File: src/rtl/ntt_coef_server.sv
// ntt_coef_server: coefficient buffer that loads N words from a host, serves them to an NTT engine, and streams the results back
// Ports: clk, rst_n (async, active low); go starts a load/run/unload sequence;
//   ld_valid/ld_data/ld_ready host load stream, natural order;
//   ul_valid/ul_data/ul_ready result stream, natural order;
//   busy (not idle), done (one-cycle completion pulse);
//   ntt_start/ntt_finish engine run handshake;
//   ntt_read_address -> ntt_din_0/1 (DELAY_BRAM cycles later);
//   ntt_write_address/ntt_wea/ntt_dout_0/1 engine write port;
//   err sticky protocol-violation flag, active only with NTT_COEF_SERVER_CHECK_EN defined
module ntt_coef_server #(
  parameter int LOGQ = 64,
  parameter int LOGN = 4,
  parameter int DELAY_BRAM = 1,
  localparam int AW = ((LOGN < 9) ? 9 : LOGN) + 1
) (
  input  logic            clk,
  input  logic            rst_n,
  input  logic            go,
  input  logic            ld_valid,
  input  logic [LOGQ-1:0] ld_data,
  output logic            ld_ready,
  output logic            ul_valid,
  output logic [LOGQ-1:0] ul_data,
  input  logic            ul_ready,
  output logic            busy,
  output logic            done,
  output logic            ntt_start,
  input  logic            ntt_finish,
  input  logic [AW-1:0]   ntt_read_address,
  input  logic [AW-1:0]   ntt_write_address,
  input  logic            ntt_wea,
  output logic [LOGQ-1:0] ntt_din_0,
  output logic [LOGQ-1:0] ntt_din_1,
  input  logic [LOGQ-1:0] ntt_dout_0,
  input  logic [LOGQ-1:0] ntt_dout_1,
  output logic            err
);
  localparam int H = 2 ** (LOGN - 1);
  typedef enum logic [1:0] {IDLE, LOAD, RUN, UNLOAD} state_t;
  state_t state;
  logic [LOGN-1:0] k, j;
  logic fin_q, fin_rise;
  logic [LOGQ-1:0] bank0 [H];
  logic [LOGQ-1:0] bank1 [H];
  logic [LOGQ-1:0] rd0, rd1;
  logic [LOGN-2:0] ra, wa;
  logic unused;
  assign ra = ntt_read_address[LOGN-2:0];
  assign wa = ntt_write_address[LOGN-2:0];
  assign unused = ^{ntt_read_address[AW-1:LOGN-1], ntt_write_address[AW-1:LOGN-1]};
  assign fin_rise = ntt_finish & ~fin_q;
  assign ld_ready = state == LOAD;
  assign ul_valid = state == UNLOAD;
  assign ntt_start = state == RUN;
  assign busy = state != IDLE;
  // top counter bit selects the bank, the rest index within it
  assign ul_data = j[LOGN-1] ? bank1[j[LOGN-2:0]] : bank0[j[LOGN-2:0]];
  always_ff @(posedge clk) begin
    if (ld_ready && ld_valid) begin
      if (k[LOGN-1]) bank1[k[LOGN-2:0]] <= ld_data;
      else bank0[k[LOGN-2:0]] <= ld_data;
    end
    if (state == RUN && ntt_wea) begin
      bank0[wa] <= ntt_dout_0;
      bank1[wa] <= ntt_dout_1;
    end
  end
  // non-blocking write above gives read-before-write on an address collision
  always_ff @(posedge clk or negedge rst_n) begin
    if (!rst_n) begin
      rd0 <= '0;
      rd1 <= '0;
    end else begin
      rd0 <= bank0[ra];
      rd1 <= bank1[ra];
    end
  end
  generate
    if (DELAY_BRAM == 2) begin : g_d2
      logic [LOGQ-1:0] q0, q1;
      always_ff @(posedge clk or negedge rst_n) begin
        if (!rst_n) begin
          q0 <= '0;
          q1 <= '0;
        end else begin
          q0 <= rd0;
          q1 <= rd1;
        end
      end
      assign ntt_din_0 = q0;
      assign ntt_din_1 = q1;
    end else begin : g_d1
      assign ntt_din_0 = rd0;
      assign ntt_din_1 = rd1;
    end
  endgenerate
  always_ff @(posedge clk or negedge rst_n) begin
    if (!rst_n) begin
      state <= IDLE;
      k <= '0;
      j <= '0;
      fin_q <= 1'b0;
      done <= 1'b0;
    end else begin
      fin_q <= ntt_finish;
      done <= 1'b0;
      case (state)
        IDLE: if (go) begin
          state <= LOAD;
          k <= '0;
        end
        LOAD: if (ld_valid) begin
          k <= k + 1'b1;
          if (&k) state <= RUN;
        end
        RUN: if (fin_rise) begin
          state <= UNLOAD;
          j <= '0;
        end
        UNLOAD: if (ul_ready) begin
          j <= j + 1'b1;
          if (&j) begin
            state <= IDLE;
            done <= 1'b1;
          end
        end
        default: state <= IDLE;
      endcase
    end
  end
`ifdef NTT_COEF_SERVER_CHECK_EN
  always_ff @(posedge clk or negedge rst_n) begin
    if (!rst_n) err <= 1'b0;
    else if ((ntt_wea && state != RUN) || (ld_valid && (state == RUN || state == UNLOAD)) ||
             (fin_rise && state != RUN)) err <= 1'b1;
  end
`else
  assign err = 1'b0;
`endif
endmodule

File: config.mk
export PLATFORM = sky130hd
export DESIGN_NAME = ntt_coef_server
export DESIGN_NICKNAME = d
export VERILOG_FILES = /design/src/rtl/ntt_coef_server.sv
export SDC_FILE = /design/constraint.sdc
export NUM_CORES = 1
export LEC_CHECK = 0
export BUFFER_PORTS_ARGS = -buffer_cell sky130_fd_sc_hd__buf_2
export CAP_MARGIN = 20
export CORE_UTILIZATION = 54
export CTS_CLUSTER_SIZE = 28
export DETAILED_ROUTE_END_ITERATION = 16
export GPL_ROUTABILITY_DRIVEN = 0
export PLACE_DENSITY = 0.82
export SLEW_MARGIN = 20
export SYNTH_ARGS = -nofsm -noshare
export SYNTH_HDL_FRONTEND = slang
export SYNTH_SLANG_ARGS = --single-unit
File: constraint.sdc
create_clock -name clk -period 6.49 [get_ports clk]
set_input_delay 0.9735 -clock clk [delete_from_list [all_inputs] [get_ports clk]]
set_output_delay 0.9735 -clock clk [all_outputs]
set_load 0.01 [all_outputs]
Word level (Yosys, flattened, before mapping)
Memory sizes are Yosys's and may differ from the RTL's. A register that Yosys moved wholly into a read port is not among the register bits.
Index checks and enable logic that the tools add are counted.
- memories kept: 2
- logic and storage cells: 66
- RAM bits: 1024
- bits in registers: 12
- output and inout port bits: 198
- memory list (memory ; depth ; width ; read ports ; clocked after memory_dff ; write ports ; RTL line ; text):
    bank0 ; 8 ; 64 ; 2 ; 1 ; 1 ; 43 ; logic [LOGQ-1:0] bank0 [H];
    bank1 ; 8 ; 64 ; 2 ; 1 ; 1 ; 44 ; logic [LOGQ-1:0] bank1 [H];
- reductions and logical operators: 15
- bitwise operators: 2
- $add $sub $neg: 2
- multiplexer cells: 31
- equal/unequal tests: 9
- operator list (kind ; number):
    $mux 64 ; 3
    $reduce_or 64->1 ; 2
    $mux 4 ; 4
    $pmux 4 s2 ; 2
    $mux 1 ; 13
    $mux 2 ; 6
    $add 4x1->4 const B ; 2
    $ne 2x1->1 const B ; 4
    $pmux 2 s4 ; 1
    $reduce_and 4->1 ; 2
    $mux 3 ; 2
    $reduce_and 3->1 ; 2
    $reduce_and 6->1 ; 1
    $reduce_bool 2->1 ; 3
    $eq 2x2->1 const B ; 2
    $ne 2x2->1 const B ; 2
    $eq 2x1->1 const B ; 1
    $logic_and 1x1->1 ; 2
    $logic_not 1->1 ; 2
    $logic_not 2->1 ; 1
    $and 1x1->1 ; 1
    $not 1->1 ; 1

Depth between registers and ports, before layout
- depth in word-level cells: 6
- depth in mapped cells: 9
- mapped depth without buffers: 6

Worst setup path before layout
Ideal clock, no wire load.
- kind: input to register
- start: input ntt_wea
- end: memory bank0[3][0], enable pin
- cell stages on the path: 4
- arrival: 6.069 ns
- path slack: -0.144 ns
- required time: 5.925 ns
- setup time: 0.565 ns
- path through: and2_1 buf_2 mux2_2 nor3_1
- word-level cells in the longest chain between the ends: 5
- RTL lines (what ; RTL line ; text):
    from (decl) ; 31 ; input logic ntt_wea,
    $logic_and 1x1->1 * ; 63 ; if (state == RUN && ntt_wea) begin
    $mux 1 * ; 63 ;
    $mux 1 (not written as such) * ; 64 ; bank0[wa] <= ntt_dout_0;
    $reduce_or 64->1 (no source line) ; n/a ;
    $mux 3 (no source line) / $mux 1 (equally long branches) ; n/a ;
    to (decl) ; 43 ;
Every way passes the cells marked *; elsewhere a longest branch is shown, timed or not.

Worst setup path in the final report
- start: register j[3]
- end: output ul_data[54]
- word-level cells in the longest chain between the ends: 1
- RTL lines (what ; RTL line ; text):
    from (decl) ; 41 ; logic [LOGN-1:0] k, j;
    from (signal assigned) ; 121 ; j <= j + 1'b1;
    $mux 64 ; 57 ; assign ul_data = j[LOGN-1] ? bank1[j[LOGN-2:0]] : bank0[j[LOGN-2:0]];
    to (decl) ; 23 ; output logic [LOGQ-1:0] ul_data,
No other way between the ends.

==> metrics <==
CTS tree done; I/O Pins 417; FF/Latch Area 34,300 sq um; worst r2r src state[0]; Synth Area per Inst 18.3 sq um; Hold Vio Cnt, Final 0; Synth Register Bits 1,164; Final Setup Violations 0; Worst Path Required 5520 ps; Initial DRC Count 3,448; syn_nets 3,101; Async SR Flop Fraction 12.0%; top-area cell type share of the netlist area 58.3%; hold crit path type input pin to async pin; Yosys Warn Count 0; final instance area 59,300 sq um; Routed WL 135,000 um; vias per cell 6.62; worst setup path class flip-flop to output pin; GR Overflow Total 0; leading area contributor after synthesis edfxtp_1; initial antenna violation count 3; largest net degree at the start of global routing 129; part of the cycle the worst path needs 75.8%; sequential power share 44.7%; Synth-to-Final Area Change 12.4%; area occupied by multi-input gates 17,100 sq um; switch share 30.1%; Hold WS 295 ps; Leak 20.6 nW; core box area 96,700 sq um; Pwr Density 367 nW/um^2; CTS buffer count 111; f_max 203 MHz; min Tclk post-route 4920 ps; number of remaining DRC errors 0; Die Wd 314 um; number of enable flip-flop cells after synthesis 1,024; clock skew 17.6 ps; Net Sw Power 0.00655 W; Skew-Pair Late Insertion Delay 680 ps; I/O Buffers 401; Critical path origin j[3]; cells after synthesis 2,875; Slew Limit Fails 0; post-synthesis sequential area ratio 65.0%; Worst R2R Path Depth 7; placed insts 4,404; Max VDD drop 0.000294 V; Max H-tree Level 3; top_reg_cell synth edfxtp_1; CP Max Fanout 34; ANT nets after route 0; Tot GR Track Use 27.4%; Die H 314 um; Critical Path AT 3940 ps; Non-Filler Instances 4,611; first-pass GRT wire length 198,000 um; Synth cell types 41; filler cell count 6,653; WL/cell 29.3 um; Worst Setup End Kind output pin; combinational power share 25.9%; drt pass-1 iters 7; reg2reg setup slack 2290 ps; largest cells by area after synthesis edfxtp_1, mux4_2, dfrtp_1, mux2i_1, mux4_1; Starting Density 54.5%; fin util 61.3%; RSZ-0062 raised after global routing no; worst slack, placed 2200 ps; CP startpoint kind flip-flop; die area 98,900 sq um; Setup crit end ul_data[54]; placed instance area 55,700 sq um; most frequent cells in the layout edfxtp_1, buf_2, nand2_1; share of cells above drive strength 1 32.0%; Clock Pin Slew Worst Setup and Hold Paths 60 ps; post-cts resize count 0; HPWL Detailed 75,800 um; Rel. slew slack 29.7%; # rows 114; Max Cap Viol 0; setup ws final 1570 ps; reg-to-reg endpoint bank1[2][36]; Cell Area, Synth 52,700 sq um; Clock Tree Root clkbuf_16; Layout Nets 3,467; Clock Power Share 29.3%; Longest Clk Path Bufs 3; Power Internal 0.0152 W; Post-CTS Setup Bufs 0; worst slew pin tran 1050 ps; vias in the first global route 31,117; status finished clean; commonest non-fill, non-tap cell in the layout edfxtp_1; cts hold-fix bufs 0; vias after detailed routing 30,505; clk sink count 1,164
[Yosys cell counts (4+ instances only)]
master	n
a21oi_1	4
a221oi_1	128
a22o_1	5
a22oi_1	65
buf_1	13
buf_12	4
buf_2	51
buf_4	19
buf_6	35
buf_8	10
clkbuf_1	58
clkbuf_8	14
dfrtp_1	140
edfxtp_1	1024
ha_1	7
inv_1	7
mux2_2	130
mux2i_1	260
mux4_1	95
mux4_2	285
mux4_4	4
nand2_1	392
nand3_1	4
nand4_1	4
nor2_1	13
nor3_1	11
o21ai_0	71
[worst min-delay path by stage]
stage | endpoint | slack, ps | cells past startpoint
2_1_floorplan | state[1] | 530 | 1
3_3_place_gp | state[1] | 560 | 1
3_5_place_dp | state[1] | 570 | 1
4_1_cts | ntt_din_0[10] | 310 | 1
5_1_grt | ntt_din_1[10] | 360 | 1
6_report | ntt_din_1[10] | 290 | 1
[layout make-up]
cell class | count | share of cell area, %
tap | 1276 | 2.69
inverter | 8 | 0.0528
sequential | 1164 | 57.8
timing repair buffer | 457 | 4.51
clock inverter | 50 | 0.637
clock buffer | 156 | 5.45
multi-input combinational | 1499 | 28.8
antenna | 1 | 0.00422
[cell families (layout without fill, tap and decap cells)]
logic type | Yosys count | after routing | share of synthesized area [%]
mux | 774 | 774 | 24.8
other cells | 1 | 2 | 0.00711
fa+ha+maj | 7 | 7 | 0.166
simple gates | 435 | 435 | 3.22
compound gates | 282 | 282 | 3.98
flops | 1164 | 1164 | 65.0
buf+inv | 212 | 671 | 2.87
[state kept, by name (all words and copies together) (netlist names)]
name	flops
bank0	512
bank1	512
ntt_din_0	64
ntt_din_1	64
j	4
k	4
state	2
done	1
fin_q	1
[critical path, cell delays in order (launching register included)]
cell and delay, ps:
dfrtp_4 850, clkinv_2 830, buf_4 620, a221oi_1 380
o21ai_0 150, nand2_1 210, buf_2 170
[power groups by stage]
stage | combinational [W] | sequential (W) | clock (W)
2_1_floorplan | 0.00382 | 0.00973 | 0
4_1_cts | 0.00565 | 0.00973 | 0.00643
3_5_place_dp | 0.00561 | 0.00987 | 0
6_report | 0.00564 | 0.00974 | 0.00639
5_1_grt | 0.00599 | 0.00980 | 0.00671
3_3_place_gp | 0.00551 | 0.00982 | 0
[routing by layer]
layer  vias to the layer above  wire [um]  GRT usage (%)
li1                      12638          -              -
met5                         -         13              0
met4                         2       5480           11.4
met1                     15639      49100           35.8
met3                       338      12700           4.09
met2                      1888      67600           46.3
[through the flow]
step	setup TNS, ps	total power (W)
after CTS	0	0.0218
after global routing	0	0.0225
after global placement	0	0.0153
after detailed placement	0	0.0155
final	0	0.0218
after floorplan	-34270	0.0136
Power figures use the tool's default switching activity.
